**config.mk**
```make
export PLATFORM = sky130hd
export DESIGN_NAME = hdlc_cmd_scheduler
export DESIGN_NICKNAME = d
export VERILOG_FILES = /design/src/rtl/hdlc_cmd_scheduler.sv
export SDC_FILE = /design/constraint.sdc
export NUM_CORES = 1
export LEC_CHECK = 0
export ABC_AREA = 0
export CAP_MARGIN = 40
export CORE_ASPECT_RATIO = 1.75
export CORE_MARGIN = 2
export CORE_UTILIZATION = 60
export DETAILED_ROUTE_END_ITERATION = 12
export DONT_BUFFER_PORTS = 1
export HOLD_SLACK_MARGIN = 0.03
export PLACE_DENSITY_LB_ADDON = 0.25
export SLEW_MARGIN = 30
export SYNTH_ARGS = -nofsm -noshare
export SYNTH_HDL_FRONTEND = slang
export SYNTH_SLANG_ARGS = --single-unit
```
**constraint.sdc**
```tcl
create_clock -name clk -period 5.5 [get_ports clk]
set_clock_uncertainty 0.15 [all_clocks]
set_input_delay 0.275 -clock clk [delete_from_list [all_inputs] [get_ports clk]]
set_output_delay 0.275 -clock clk [all_outputs]
set_load 0.02 [all_outputs]
```
**src/rtl/hdlc_cmd_scheduler.sv**
```systemverilog
// hdlc_cmd_scheduler: round-robin arbiter and frame sequencer sharing one HDLC command serialiser.
// Optional HDLC_SCHED_URGENT_EN: requester 0 pre-empts round-robin and leaves the pointer untouched.
module hdlc_cmd_scheduler #(
  parameter int NUM_REQ        = 4,
  parameter int GAP_CYCLES     = 8,
  parameter int TIMEOUT_CYCLES = 512,
  localparam int GID_W         = $clog2(NUM_REQ)
) (
  input  logic                  clk,
  input  logic                  rstn,
  input  logic [NUM_REQ-1:0]    req_valid,
  input  logic [32*NUM_REQ-1:0] req_data,
  output logic [NUM_REQ-1:0]    req_ready,
  output logic [1:0]            tx_clk_cnt,
  output logic                  tx_rstn,
  output logic [31:0]           tx_command_data,
  input  logic                  tx_finish,
  output logic                  busy,
  output logic [GID_W-1:0]      grant_id,
  output logic                  done,
  output logic                  timeout_err
);
  localparam int WD_W = $clog2(TIMEOUT_CYCLES) + 1;

  typedef enum logic [2:0] {IDLE, LOAD, RUN, ABORT, GAP} state_t;

  state_t           state, state_nxt;
  logic [GID_W-1:0] ptr, winner, idx;
  logic             found, accept, wd_expire, gap_end;
  logic [WD_W-1:0]  wdog;
  logic [7:0]       gap_cnt;

  // Search starts one past the last round-robin winner so every requester gets a turn.
  always_comb begin
    winner = '0;
    found  = 1'b0;
    idx    = '0;
`ifdef HDLC_SCHED_URGENT_EN
    if (req_valid[0]) found = 1'b1;
`endif
    for (int i = 1; i <= NUM_REQ; i++) begin
      idx = GID_W'((int'(ptr) + i) % NUM_REQ);
      if (!found && req_valid[idx]) begin
        winner = idx;
        found  = 1'b1;
      end
    end
  end

  assign accept    = rstn && (state == IDLE) && found;
  assign wd_expire = (wdog == WD_W'(TIMEOUT_CYCLES - 1));
  assign gap_end   = (gap_cnt == 8'(GAP_CYCLES));
  assign busy      = (state != IDLE);

  always_comb begin
    req_ready = '0;
    if (accept) req_ready[winner] = 1'b1;
  end

  always_ff @(posedge clk or negedge rstn) begin
    if (!rstn) state <= IDLE;
    else       state <= state_nxt;
  end

  // Finish beats the watchdog when both land in the same cycle.
  always_comb begin
    state_nxt = state;
    case (state)
      IDLE:    if (found) state_nxt = LOAD;
      LOAD:    state_nxt = RUN;
      RUN: begin
        if (tx_finish)      state_nxt = GAP;
        else if (wd_expire) state_nxt = ABORT;
      end
      ABORT:   state_nxt = GAP;
      GAP:     if (gap_end) state_nxt = IDLE;
      default: state_nxt = IDLE;
    endcase
  end

  always_ff @(posedge clk or negedge rstn) begin
    if (!rstn) begin
      ptr             <= GID_W'(NUM_REQ - 1);
      tx_clk_cnt      <= '0;
      tx_rstn         <= 1'b0;
      tx_command_data <= '0;
      grant_id        <= '0;
      done            <= 1'b0;
      timeout_err     <= 1'b0;
      wdog            <= '0;
      gap_cnt         <= '0;
    end else begin
      tx_clk_cnt  <= tx_clk_cnt + 2'd1;
      // Registered from next state: high exactly while in RUN, so only RUN entry makes a rising edge.
      tx_rstn     <= (state_nxt == RUN);
      wdog        <= (state == RUN) ? wdog + WD_W'(1) : '0;
      gap_cnt     <= (state == GAP) ? gap_cnt + 8'd1 : '0;
      done        <= (state == RUN) && tx_finish;
      timeout_err <= (state == RUN) && !tx_finish && wd_expire;
      if (accept) begin
        tx_command_data <= req_data[32*int'(winner) +: 32];
        grant_id        <= winner;
`ifdef HDLC_SCHED_URGENT_EN
        if (winner != '0) ptr <= winner;
`else
        ptr <= winner;
`endif
      end
    end
  end

endmodule

```
==> Word level (Yosys, flattened, before mapping) <==
Index checks and enable logic that the tools add are counted.
{ "word_totals": {"reg_bits": 62, "inputBits": 135, "out_inout_bits": 44} }
{ "op_classes": {"add_sub_neg": 7, "n_lt_le_gt_ge": 6, "eq_ne": 7, "shifts": 1, "mux": 26, "n_reduce_logical": 15} }
{ "op_table": {"columns": ["operator", "count"], "rows": [
  ["indexed part select 128 x 8 -> 32 bit", 1],
  ["< comparator 2 x 3 -> 1 bit, second input constant", 5],
  ["one-hot mux 3 bit (5 select lines)", 1],
  ["2-to-1 mux 3 bit", 4],
  ["adder 10 x 1 -> 10 bit, second input constant", 1],
  ["equality test 10 x 9 -> 1 bit, second input constant", 1],
  ["2-to-1 mux 10 bit", 1],
  ["equality test 3 x 2 -> 1 bit, second input constant", 3],
  ["logical AND 1 bit", 9],
  ["2-to-1 mux 1 bit", 9],
  ["adder 8 x 1 -> 8 bit, second input constant", 1],
  ["binary-select mux 1 bit (select 2 bit)", 4],
  ["equality test 8 x 4 -> 1 bit, second input constant", 1],
  ["2-to-1 mux 2 bit", 4],
  ["2-to-1 mux 8 bit", 1],
  ["adder 2 x 1 -> 2 bit, second input constant", 3],
  ["adder 2 bit, second input constant", 2],
  ["zero test 1 bit", 4],
  ["2-to-1 mux 4 bit", 1],
  ["equality test 3 x 1 -> 1 bit, second input constant", 1],
  ["equality test 3 bit, second input constant", 1],
  ["zero test 3 bit", 1],
  ["nonzero test 3 bit", 1],
  ["demux 1 bit (select 2 bit)", 1],
  [">= comparator 2 x 1 -> 1 bit, second input constant", 1]
]} }

==> Depth between registers and ports, before layout <==
Gate-level depths: netlist of run 1.
{ "logic_depth": {"ltp_word": 18, "mapped_depth": 7, "depth_no_buf": 6} }

==> Least setup slack after synthesis of run 1 <==
OpenSTA, ideal clock, no wires.
{ "synth_path": {"kind": "reg2out", "start": "reg ptr[0]", "end": "out req_ready[0]", "arrival_ns": 1.759, "t_required_ns": 5.075, "path_slack_ns": 3.316, "stages_incl_launch_ff": 6, "path_buffers": 1, "cell_sequence": "dfstp_2 > and3b_1 > o31ai_4 > nand2_4 > buf_6 > nor2_1"} }
{ "synth_between": {"elab_chain_cells": 18, "elab_cells_between_ends": 33, "classes_between": "add/sub (4); order compare (2); mux (19); reduce/logical (8)"} }
{ "synth_rtl": {"columns": ["item", "line_no", "rtl"], "rows": [
  ["start, declared", "28", "logic [GID_W-1:0] ptr, winner, idx;"],
  ["start signal, assigned", "83", "ptr <= GID_W'(NUM_REQ - 1);"],
  ["start signal, assigned", "106", "ptr <= winner;"],
  ["adder 2 x 1 -> 2 bit", "42", "idx = GID_W'((int'(ptr) + i) % NUM_REQ);"],
  ["binary-select mux 1 bit (select 2 bit)", "43", "if (!found && req_valid[idx]) begin"],
  ["2-to-1 mux 1 bit (implied by the code)", "43", null],
  ["2-to-1 mux 1 bit", "43", null],
  ["zero test 1 bit", "43", null],
  ["logical AND 1 bit", "43", null],
  ["2-to-1 mux 1 bit", "43", null],
  ["zero test 1 bit", "43", null],
  ["[... 2 more ...]", null, null],
  ["zero test 1 bit", "43", null],
  ["logical AND 1 bit", "43", null],
  ["2-to-1 mux 2 bit", "43", null],
  ["< comparator 2 x 3 -> 1 bit (implied by the code) / >= comparator 2 x 1 -> 1 bit (equally long branches)", "57", "if (accept) req_ready[winner] = 1'b1;"],
  ["logical AND 1 bit (implied by the code)", "57", null],
  ["2-to-1 mux 1 bit (implied by the code)", "57", null],
  ["demux 1 bit (select 2 bit)", "57", null],
  ["2-to-1 mux 4 bit *", "57", null],
  ["end, declared", "13", "output logic [NUM_REQ-1:0] req_ready,"]
]} }
Every way passes the cells marked *; elsewhere a longest branch is shown, timed or not. The select of a mux whose other input is x is not followed.

==> Worst setup path after layout of run 1 <==
{ "layout_path": {"start": "reg state[0]", "end": "out req_ready[1]"} }
{ "layout_between": {"elab_chain_cells": 4} }
{ "layout_rtl": {"columns": ["item", "line_no", "rtl"], "rows": [
  ["start, declared", "27", "state_t state, state_nxt;"],
  ["start signal, assigned", "62", "else state <= state_nxt;"],
  ["zero test 3 bit", "50", "assign accept = rstn && (state == IDLE) && found;"],
  ["logical AND 1 bit (2 in series)", "50", null],
  ["2-to-1 mux 4 bit", "57", null]
]} }
No other way between the ends.

==> flow_summary_export.csv, run 1 <==
group,metric,value,unit
setup_path,crit_slowest_cell,"and3_2",
synthesis,yosysWarnings,0,
synthesis,synth_area_leaders,"dfrtp_1 (38%), mux2_2 (9.2%), nand3_1 (8.8%)",
drt,wl_per_cell,21.4,um
flow_run,drv_cap,0,
setup_path,r2r-end,"tx_command_data[11]",
die,start_util,62.7,%
setup_path,r2r-start,"ptr[1]",
timing,hold_viol,0,
setup_path,crit_arrival,2.86,ns
synthesis,yosysUniqueCellTypes,43,
clocking,postCtsSetupRepairBufs,0,
placed_design,hpwl,6730,um
layout,final_net_count,572,
die,die_w,65.0,um
timing,fin_tns_setup,0,ns
min_path,hold_end,"tx_command_data[8]",
placed_design,port_buffers,0,
synthesis,yosysTopAreaCell,"dfrtp_1",
setup_path,critical_path_buf_inv_count,1,
die,core,6230,um2
clocking,clk_path_buf_depth,2,
setup_path,critical_path_class,"register to output port",
synthesis,syn_inst,392,
drt,firstDrtPassIters,4,
synthesis,postSynthAreaPerCell,9.96,um2
die,dieArea,7190,um2
die,fp.dieH,111,um
global_routing,first_global_vias,3570,
synthesis,yosysSeqAreaShare,39.8,%
min_path,min_path_cells,2,
placed_design,gp_congestion,0.813,
clocking,cts_tree,"built",
die,num_rows,38,
timing,post-route-min-period,3.28,ns
synthesis,synthesis.nets,530,
global_routing,grt_use_total,31.8,%
setup_path,reg2reg_setup_slack,2.27,ns
setup_path,path_delay_family,"simple AND/OR/NAND/NOR gates",
setup_path,slowest_delay,0.60,ns
timing,tightest_slew,0.864,ns
setup_path,cp-start-kind,"register",
drt,drc_errors,0,
global_routing,grt_remaining_overflow,0,
global_routing,grt_start_max_net_pins,63,
setup_path,path_max_fanout,43,
global_routing,antenna_found_initial,1,
clocking,path_clk_slew,0.07,ns
clocking,cts_root_buffer,"clkbuf_8",
synthesis,synth_top_area_share,38.5,%
synthesis,netlist_area,3900,um2
layout,synthToLayoutAreaGrowth,20.1,%
layout,final_cells,520,
synthesis,ys_ff_latch,62,
setup_path,worstPathCellList,"nor3_1 -> and3_2 -> buf_4 -> nand2_4 -> nor2_1",
run_status,status,"completed",
power,p_leak,1.99,nW
min_path,hold_path_class,"input port to register",
layout,layout_commonest_cell,"nand3_1",
synthesis,ys.flop_type,"dfrtp_1",
clocking,clkSinkCount,62,
global_routing,grt_pass1_wl,17300,um
drt,routed_wl,11100,um
timing,relSlewSlack,42.4,%
power,power_density,493,nW/um2
setup_path,reg2regPathDepth,7,
timing,setup_viol,0,
clocking,cts_made_buffers,9,
timing,timing.fmax,0.305,GHz
power,power,2.31,mW
drt,via_count,3321,
drt,first_iter_violations,297,
power,vdd_drop_max,0.272,mV
timing,finalCritPeriodShare,59.7,%
clocking,worstSkewPairLatency,0.34,ns
layout,final_cell_mix,"nand3_1 (69), dfrtp_1 (60), dlygate4sd3_1 (54)",
drt,routed_via_density,6.39,
min_path,holdCritStartpoint,"req_data[40]",
synthesis,synth-edff-count,0,
timing,rsz0062_at_grt,"false",
setup_path,endpoint_kind,"output port",
setup_path,critPathRequiredTime,5.08,ns
synthesis,synthArstFlopShare,100,%
timing,drv_slew,0,
drt,antenna_left,0,
placed_design,dp.cells,448,
layout,drive_gt1_share,21.0,%
clocking,cts_htree_levels,3,
die,io_pins,179,
## routing by layer
layer	track usage (%)	wire, um	vias to the layer above
met5	0	0	-
met4	24.3	480	0
met3	10.6	1050	55
met2	54.2	5920	207
met1	30.4	3700	1580
li1	-	-	1479
## cells by family (layout without fill, tap and decap cells)
group / Yosys count / count (layout) / share of synthesized area [%]
buffers and inverters: 37 / 84 / 6.12
xor gates and xnor gates: 13 / 13 / 2.92
AOI/OAI and AO/OA: 48 / 48 / 12.5
and+or+nand+nor: 164 / 164 / 19.9
DFF: 62 / 62 / 39.8
muxes: 65 / 65 / 17.7
other: 0 / 1 / 0
adders and majority gates: 3 / 3 / 0.962
## flip-flops by register name, indices dropped and copies added (netlist names), 2 cells and up
name             flops
wdog                10
tx_clk_cnt           2
grant_id             2
state                3
ptr                  2
gap_cnt              8
tx_command_data     32
## cell type report
type	instances	area, um2
fill	425	1540
multi-input combinational	293	2120
antenna	1	2.50
inverter	8	30.0
tap	80	100
clock buffer	10	138
sequential	62	1550
clock inverter	6	133
timing repair buffer	60	606
## worst max-delay path by stage
| stage | start | cells after the start | to | slack [ns] |
|---|---|---|---|---|
| after detailed placement | state[0] | 5 | req_ready[0] | 2.60 |
| after floorplan | ptr[0] | 5 | req_ready[0] | 3.32 |
| after global placement | state[0] | 5 | req_ready[0] | 2.64 |
| final | state[0] | 5 | req_ready[1] | 2.22 |
| after CTS | state[0] | 5 | req_ready[0] | 2.22 |
| after global routing | state[0] | 5 | req_ready[0] | 1.97 |
## stage by stage
stage | util, % | worst slack [ns] | instance area (um2) | hold WS (ns)
after detailed placement | 61.7 | 2.60 | 3840 | -0.169
after CTS | 75.2 | 2.22 | 4680 | 0.0310
after floorplan | - | 3.32 | 3900 | -0.171
final | 75.2 | 2.22 | 4690 | 0.0360
after global placement | 61.7 | 2.64 | 3840 | -0.169
after global routing | 75.2 | 1.97 | 4690 | 0.0378
## cells in the mapped netlist (all sizes together) (3+ instances only)
cell type and n:
clkbuf 4, ha 3, buf 25, nor3 4, o211ai 32, and3 6
dfrtp 60, mux2 32, xor2 7, o21ai 3, mux2i 33, nand3 69
xnor2 6, nand2 46, nor2 27, inv 8, a21oi 6
## timing repair
action                                 in CTS  in global routing
endpoints found under the hold margin      93                  0
resized for setup                           0                  0
hold buffers                               55                  0
## report_power, final
group,switching [mW],internal (mW)
Sequential,0.273,0.606
Clock,0.180,0.358
Combinational,0.509,0.382
Total,0.963,1.35
Power figures use the tool's default switching activity.
==> inputs of run 2 (changes only) <==
--- a/config.mk
+++ b/config.mk
@@ -9,7 +9,7 @@
 export CAP_MARGIN = 40
 export CORE_ASPECT_RATIO = 1.75
 export CORE_MARGIN = 2
-export CORE_UTILIZATION = 60
+export CORE_UTILIZATION = 58
 export DETAILED_ROUTE_END_ITERATION = 12
 export DONT_BUFFER_PORTS = 1
 export HOLD_SLACK_MARGIN = 0.03
==> constraint.sdc (replaced) <==
create_clock -name clk -period 2.92 [get_ports clk]
set_clock_uncertainty 0.15 [all_clocks]
set_input_delay 0.146 -clock clk [delete_from_list [all_inputs] [get_ports clk]]
set_output_delay 0.146 -clock clk [all_outputs]
set_load 0.02 [all_outputs]
==> run 2 against run 1 <==
Effect of this change:
- the flow now stops in clock tree synthesis
- synthesized cell count unchanged
- area after synthesis unchanged
==> flow_summary_export.csv, run 2 <==
group,metric,value,unit
synthesis,synthArstFlopShare,100,%
synthesis,synth_common_cells,"nand3_1 (69), dfrtp_1 (60), nand2_1 (44)",
placed_design,port_buffers,0,
synthesis,synthesis.nets,530,
synthesis,synth-edff-count,0,
run_status,status,"did not finish",
clocking,cts_htree_levels,3,
clocking,clkSinkCount,62,
die,fp.dieH,113,um
clocking,holdBufCountCts,101,
clocking,postCtsSetupRepairBufs,0,
clocking,post_cts_resized,0,
synthesis,yosysWarnings,0,
placed_design,hpwl,6800,um
synthesis,syn_inst,392,
synthesis,yosysTopAreaCell,"dfrtp_1",
synthesis,synth_area_leaders,"dfrtp_1 (38%), mux2_2 (9.2%), nand3_1 (8.8%)",
synthesis,ys_ff_latch,62,
clocking,cts_made_buffers,9,
synthesis,ys.flop_type,"dfrtp_1",
synthesis,netlist_area,3900,um2
synthesis,yosysMostFrequentCell,"nand3_1",
clocking,cts_root_buffer,"clkbuf_16",
die,num_rows,39,
die,io_pins,179,
die,start_util,59.7,%
run_status,firstError,"[ERROR RSZ-0060] Max buffer count reached.",
synthesis,yosysUniqueCellTypes,43,
placed_design,dp.cells,457,
synthesis,synth_top_area_share,38.5,%
die,die_w,66.0,um
run_status,stop_stage,"clock tree synthesis",
synthesis,postSynthAreaPerCell,9.96,um2
clocking,clk_path_buf_depth,2,
placed_design,gp_congestion,0.805,
synthesis,yosysSeqAreaShare,39.8,%
-- run 2: cells by family after synthesis --
kind of cell | Yosys count | synth area share [%]
AOI/OAI and AO/OA | 48 | 12.5
and+or+nand+nor | 164 | 19.9
buffers and inverters | 37 | 6.12
adders and majority gates | 3 | 0.962
DFF | 62 | 39.8
muxes | 65 | 17.7
xor gates and xnor gates | 13 | 2.92
-- run 2: metrics by stage --
step	setup slack [ns]	hold slack [ns]	instance area (um2)	utilization (%)
2_1_floorplan	0.865	-0.300	3900	-
3_3_place_gp	0.661	-0.298	3920	60.0
3_5_place_dp	0.626	-0.298	3920	60.0
==> inputs of run 3 (changes only) <==
--- a/config.mk
+++ b/config.mk
@@ -7,13 +7,11 @@
 export LEC_CHECK = 0
 export ABC_AREA = 0
 export CAP_MARGIN = 40
-export CORE_ASPECT_RATIO = 1.75
 export CORE_MARGIN = 2
-export CORE_UTILIZATION = 58
+export CORE_UTILIZATION = 40
 export DETAILED_ROUTE_END_ITERATION = 12
 export DONT_BUFFER_PORTS = 1
-export HOLD_SLACK_MARGIN = 0.03
-export PLACE_DENSITY_LB_ADDON = 0.25
+export PLACE_DENSITY_LB_ADDON = 0.15
 export SLEW_MARGIN = 30
 export SYNTH_ARGS = -nofsm -noshare
 export SYNTH_HDL_FRONTEND = slang
==> constraint.sdc (replaced) <==
create_clock -name clk -period 3.8 [get_ports clk]
set_clock_uncertainty 0.15 [all_clocks]
set_input_delay 0.19 -clock clk [delete_from_list [all_inputs] [get_ports clk]]
set_output_delay 0.19 -clock clk [all_outputs]
set_load 0.02 [all_outputs]
==> run 3 against run 2 <==
Effect of this change:
- the run now ends clean
==> flow_summary_export.csv, run 3 (same netlist as run 1, synthesis figures left out) <==
group,metric,value,unit
layout,fill_cells,898,
timing,finalCritPeriodShare,92.6,%
global_routing,grt_use_total,21.0,%
flow_run,drv_cap,0,
layout,num_antenna_cells,0,
setup_path,critPathRequiredTime,3.87,ns
power,power,3.66,mW
power,vdd_drop_max,0.306,mV
clocking,cts_made_buffers,9,
setup_path,cpMostUsedCell,"dlygate4sd3_1",
clocking,clkSinkCount,62,
drt,firstDrtPassIters,4,
setup_path,path_max_fanout,22,
layout,final_net_count,619,
die,io_pins,179,
timing,relSlewSlack,50.3,%
power,power_density,701,nW/um2
drt,via_count,3363,
timing,fin_tns_setup,0,ns
clocking,post_cts_resized,0,
placed_design,dp.cells,502,
drt,antenna_left,0,
timing,drv_slew,0,
global_routing,grt_start_max_net_pins,63,
drt,wl_per_cell,18.2,um
setup_path,crit_slowest_cell,"dfstp_2",
drt,first_iter_violations,88,
layout,seqCellArea,1550,um2
global_routing,first_global_vias,3471,
placed_design,gp_congestion,0.782,
layout,final_cell_mix,"dlygate4sd3_1 (100), nand3_1 (69), dfrtp_1 (60)",
global_routing,grt_remaining_overflow,0,
min_path,hold_path_class,"input port to register",
run_status,status,"completed",
timing,timing.fmax,0.284,GHz
layout,synthToLayoutAreaGrowth,34.0,%
setup_path,reg2regPathDepth,8,
die,die_w,103,um
layout,regMostFlops,"tx_command_data",
timing,rsz0062_at_grt,"false",
drt,drc_errors,0,
layout,layout_commonest_cell,"dlygate4sd3_1",
layout,biggestRegsByFlops,"tx_command_data x32, wdog x10, gap_cnt x8",
placed_design,hpwl,6800,um
layout,drive_gt1_share,18.9,%
die,dieArea,10600,um2
clocking,cts_htree_levels,3,
layout,final_cells,619,
placed_design,port_buffers,0,
clocking,cts_tree,"built",
timing,hold_viol,0,
timing,tightest_slew,0.745,ns
setup_path,crit_arrival,3.59,ns
power,p_leak,2.21,nW
clocking,cts_root_buffer,"clkbuf_8",
global_routing,grt_pass1_wl,17000,um
setup_path,critical_path_buf_inv_count,3,
setup_path,endpoint_kind,"register",
die,num_rows,36,
min_path,min_path_cells,4,
setup_path,critical_path_class,"register to register",
clocking,clk_path_buf_depth,2,
timing,post-route-min-period,3.52,ns
die,core,9640,um2
die,start_util,40.5,%
die,fp.dieH,103,um
clocking,path_clk_slew,0.07,ns
timing,setup_viol,0,
drt,routed_wl,11300,um
setup_path,slowest_delay,0.60,ns
layout,multi_input_area,2120,um2
global_routing,antenna_found_initial,0,
setup_path,cp.depth,8,
drt,routed_via_density,5.43,
layout,largest_reg_flops,32,
setup_path,cp-start-kind,"register",
setup_path,path_delay_family,"buffers and inverters",
clocking,worstSkewPairLatency,0.34,ns
setup_path,worstPathCellList,"nand2b_1 -> a21boi_0 -> o21ai_4 -> buf_12 -> mux2i_1 -> dlygate4sd3_1 -> o211ai_2 -> dlygate4sd3_1",
clocking,postCtsSetupRepairBufs,0,
run 3: area by class of cell:
cell class / count / share of cell area, %
tap: 133 / 3.18
multi-input combinational: 293 / 40.6
inverter: 8 / 0.574
timing repair buffer: 107 / 21.2
clock buffer: 11 / 2.70
clock inverter: 5 / 2.03
sequential: 62 / 29.7
run 3: per-stage QoR:
step                      setup WS, ns  util, %  area (um2)  hold slack (ns)
after floorplan                   1.70        -        3900           -0.256
after global placement            1.09     40.7        3920           -0.254
after detailed placement          1.03     41.0        3950           -0.254
after CTS                        0.313     54.2        5230            0.163
after global routing            0.0760     54.2        5230            0.209
final                            0.280     54.2        5230            0.171
run 3: what timing repair did:
action / 4_1_cts / 5_1_grt
setup endpoints to repair: 0 / 0
hold buffers: 101 / 0
endpoints found under the hold margin: 100 / 0
run 3: metal layers:
metal | track usage, % | vias to the layer above | wire length (um)
met5 | 0 | - | 0
met4 | 7.39 | 0 | 107
met3 | 6.24 | 8 | 814
met2 | 35.4 | 110 | 5620
met1 | 25.8 | 1668 | 4740
li1 | - | 1577 | -
run 3: final timing paths:
check                                       to  slack (ns)    start
setup / recovery           tx_command_data[11]        0.28   ptr[1]
hold / removal                          ptr[1]        0.17     rstn
setup reg to reg           tx_command_data[11]        0.28   ptr[1]
hold reg to reg                        wdog[0]        0.32  wdog[0]
max in group asynchronous               ptr[0]        2.95     rstn
min in group asynchronous  tx_command_data[23]        0.22     rstn
run 3: where the power goes:
part	internal, mW	switching, mW
Sequential	0.877	0.388
Combinational	0.876	0.793
Clock	0.455	0.273
run 3: worst min-delay path: cells and delay by family:
family                 cells  cell delay [ns]
buffers and inverters      1             0.26
and+or+nand+nor            3             0.20
==> inputs of run 4 (changes only) <==
--- a/config.mk
+++ b/config.mk
@@ -7,8 +7,9 @@
 export LEC_CHECK = 0
 export ABC_AREA = 0
 export CAP_MARGIN = 40
+export CORE_ASPECT_RATIO = 1.5
 export CORE_MARGIN = 2
-export CORE_UTILIZATION = 40
+export CORE_UTILIZATION = 25
 export DETAILED_ROUTE_END_ITERATION = 12
 export DONT_BUFFER_PORTS = 1
 export PLACE_DENSITY_LB_ADDON = 0.15
==> run 4 against run 3 <==
Effect of this change:
- clock power increased by 28%
- critical endpoint is now tx_command_data[12]
- register-to-register slack got worse by 0.03 ns
- global-route usage decreased by 6.2 points
- first-iteration DRC count increased by 13%
- combinational power decreased by 5%
==> flow_summary_export.csv, run 4 (same netlist as run 1, synthesis figures left out) <==
group,metric,value,unit
timing,hold_viol,0,
layout,final_cell_mix,"dlygate4sd3_1 (90), nand3_1 (68), dfrtp_1 (60)",
clocking,postCtsSetupRepairBufs,0,
clocking,cts_root_buffer,"clkbuf_16",
power,p_leak,2.21,nW
drt,via_count,3342,
placed_design,hpwl,7890,um
drt,drc_errors,0,
setup_path,critPathRequiredTime,3.86,ns
timing,drv_slew,0,
timing,timing.fmax,0.281,GHz
clocking,cts_htree_levels,3,
drt,firstDrtPassIters,4,
timing,post-route-min-period,3.55,ns
timing,tightest_slew,0.510,ns
global_routing,antenna_found_initial,0,
die,dieArea,16600,um2
setup_path,cp-start-kind,"register",
global_routing,grt_use_total,14.9,%
setup_path,reg2regPathDepth,8,
timing,rsz0062_at_grt,"false",
drt,wl_per_cell,18.2,um
layout,layout_commonest_cell,"dlygate4sd3_1",
global_routing,grt_pass1_wl,18700,um
layout,synthToLayoutAreaGrowth,36.1,%
die,fp.dieH,157,um
clocking,worstSkewPairLatency,0.34,ns
clocking,cts_tree,"built",
setup_path,path_max_fanout,29,
global_routing,grt_remaining_overflow,0,
die,start_util,25.7,%
global_routing,first_global_vias,3491,
clocking,clkSinkCount,62,
min_path,min_path_cells,3,
die,num_rows,55,
layout,regMostFlops,"tx_command_data",
placed_design,place_area,4050,um2
setup_path,r2r-end,"tx_command_data[12]",
global_routing,grt_start_max_net_pins,63,
min_path,hold_end,"tx_command_data[23]",
power,power,3.78,mW
power,power_density,712,nW/um2
placed_design,place_ws,1.22,ns
layout,fin_area,5310,um2
timing,fin_tns_setup,0,ns
drt,first_iter_violations,99,
layout,drive_gt1_share,20.3,%
placed_design,gp_congestion,0.756,
setup_path,critical_path_class,"register to register",
drt,antenna_left,0,
drt,routed_via_density,4.93,
clocking,path_clk_slew,0.06,ns
setup_path,crit_slowest_cell,"dlygate4sd3_1",
clocking,holdBufCountCts,91,
layout,num_antenna_cells,0,
die,core,15200,um2
setup_path,r2r-start,"ptr[1]",
setup_path,path_delay_family,"buffers and inverters",
setup_path,worstPathCellList,"nand2b_1 -> a21boi_0 -> o21ai_4 -> buf_4 -> mux2i_1 -> dlygate4sd3_1 -> o211ai_2 -> dlygate4sd3_1",
layout,largest_reg_flops,32,
setup_path,reg2reg_setup_slack,0.25,ns
setup_path,cpMostUsedCell,"dlygate4sd3_1",
global_routing,met2_usage,27.4,%
layout,final_net_count,612,
die,io_pins,179,
timing,worst_slack,0.247,ns
timing,relSlewSlack,66.0,%
global_routing,grt_use_met1,15.8,%
drt,routed_wl,12300,um
clocking,clk_path_buf_depth,2,
placed_design,port_buffers,0,
global_routing,use_met3,3.35,%
global_routing,gr-max-usage-layer,"met2",
flow_run,drv_cap,0,
setup_path,endpoint_kind,"register",
min_path,hold_path_class,"input port to register",
setup_path,critical_path_buf_inv_count,3,
clocking,cts_made_buffers,9,
timing,finalCritPeriodShare,93.5,%
die,die_w,106,um
power,vdd_drop_max,0.282,mV
layout,biggestRegsByFlops,"tx_command_data x32, wdog x10, gap_cnt x8",
min_path,holdCritStartpoint,"req_data[55]",
setup_path,crit_arrival,3.61,ns
timing,setup_viol,0,
run_status,status,"completed",
clocking,post_cts_resized,0,
setup_path,slowest_delay,0.61,ns
run 4: cell types whose count changed in the layout (fill, tap and decap cells not counted), sizes merged:
cell	before	now
inv	8	9
buf	7	10
bufinv	3	2
clkbuf	11	10
dlygate4sd3	100	90
clkinv	1	2
run 4: stage by stage:
| stage | hold slack, ns | util (%) | cells |
|---|---|---|---|
| 6_report | 0.00238 | 34.9 | 678 |
| 5_1_grt | 0.0192 | 34.9 | 678 |
| 4_1_cts | 0.000185 | 34.9 | 678 |
| 3_5_place_dp | -0.253 | 26.6 | 571 |
| 3_3_place_gp | -0.253 | 26.4 | 570 |
| 2_1_floorplan | -0.256 | - | 392 |
run 4: how the worst max path moves through the flow:
stage | slack (ns) | to | cells after the start | start
detailed placement | 1.22 | req_ready[3] | 6 | state[0]
floorplan | 1.70 | req_ready[0] | 5 | ptr[0]
global route | 0.11 | tx_command_data[6] | 8 | ptr[1]
finish | 0.25 | tx_command_data[12] | 8 | ptr[1]
CTS | 0.25 | tx_command_data[25] | 8 | ptr[1]
global placement | 1.26 | tx_command_data[20] | 5 | ptr[1]
run 4: area by class of cell:
type,instances,area (um2)
fill,1522,9900
inverter,8,30.0
clock inverter,6,93.8
tap,199,249
clock buffer,10,239
timing repair buffer,100,1020
multi-input combinational,293,2130
sequential,62,1550
run 4: per-layer routing:
metal	vias to the layer above	wire length [um]
met5	-	0
met4	0	360
met3	22	613
met2	120	6550
met1	1633	4810
li1	1567	-
run 4: worst register-to-register path, stage by stage, from the launching register on:
cell and delay, ns:
dfstp_2 0.59, nand2b_1 0.12, a21boi_0 0.15, o21ai_4 0.37
buf_4 0.49, mux2i_1 0.31, dlygate4sd3_1 0.61, o211ai_2 0.07
dlygate4sd3_1 0.56
run 4: power breakdown:
part           switching (mW)  internal, mW
clock network           0.334         0.597
registers               0.391         0.878
logic                   0.791         0.792
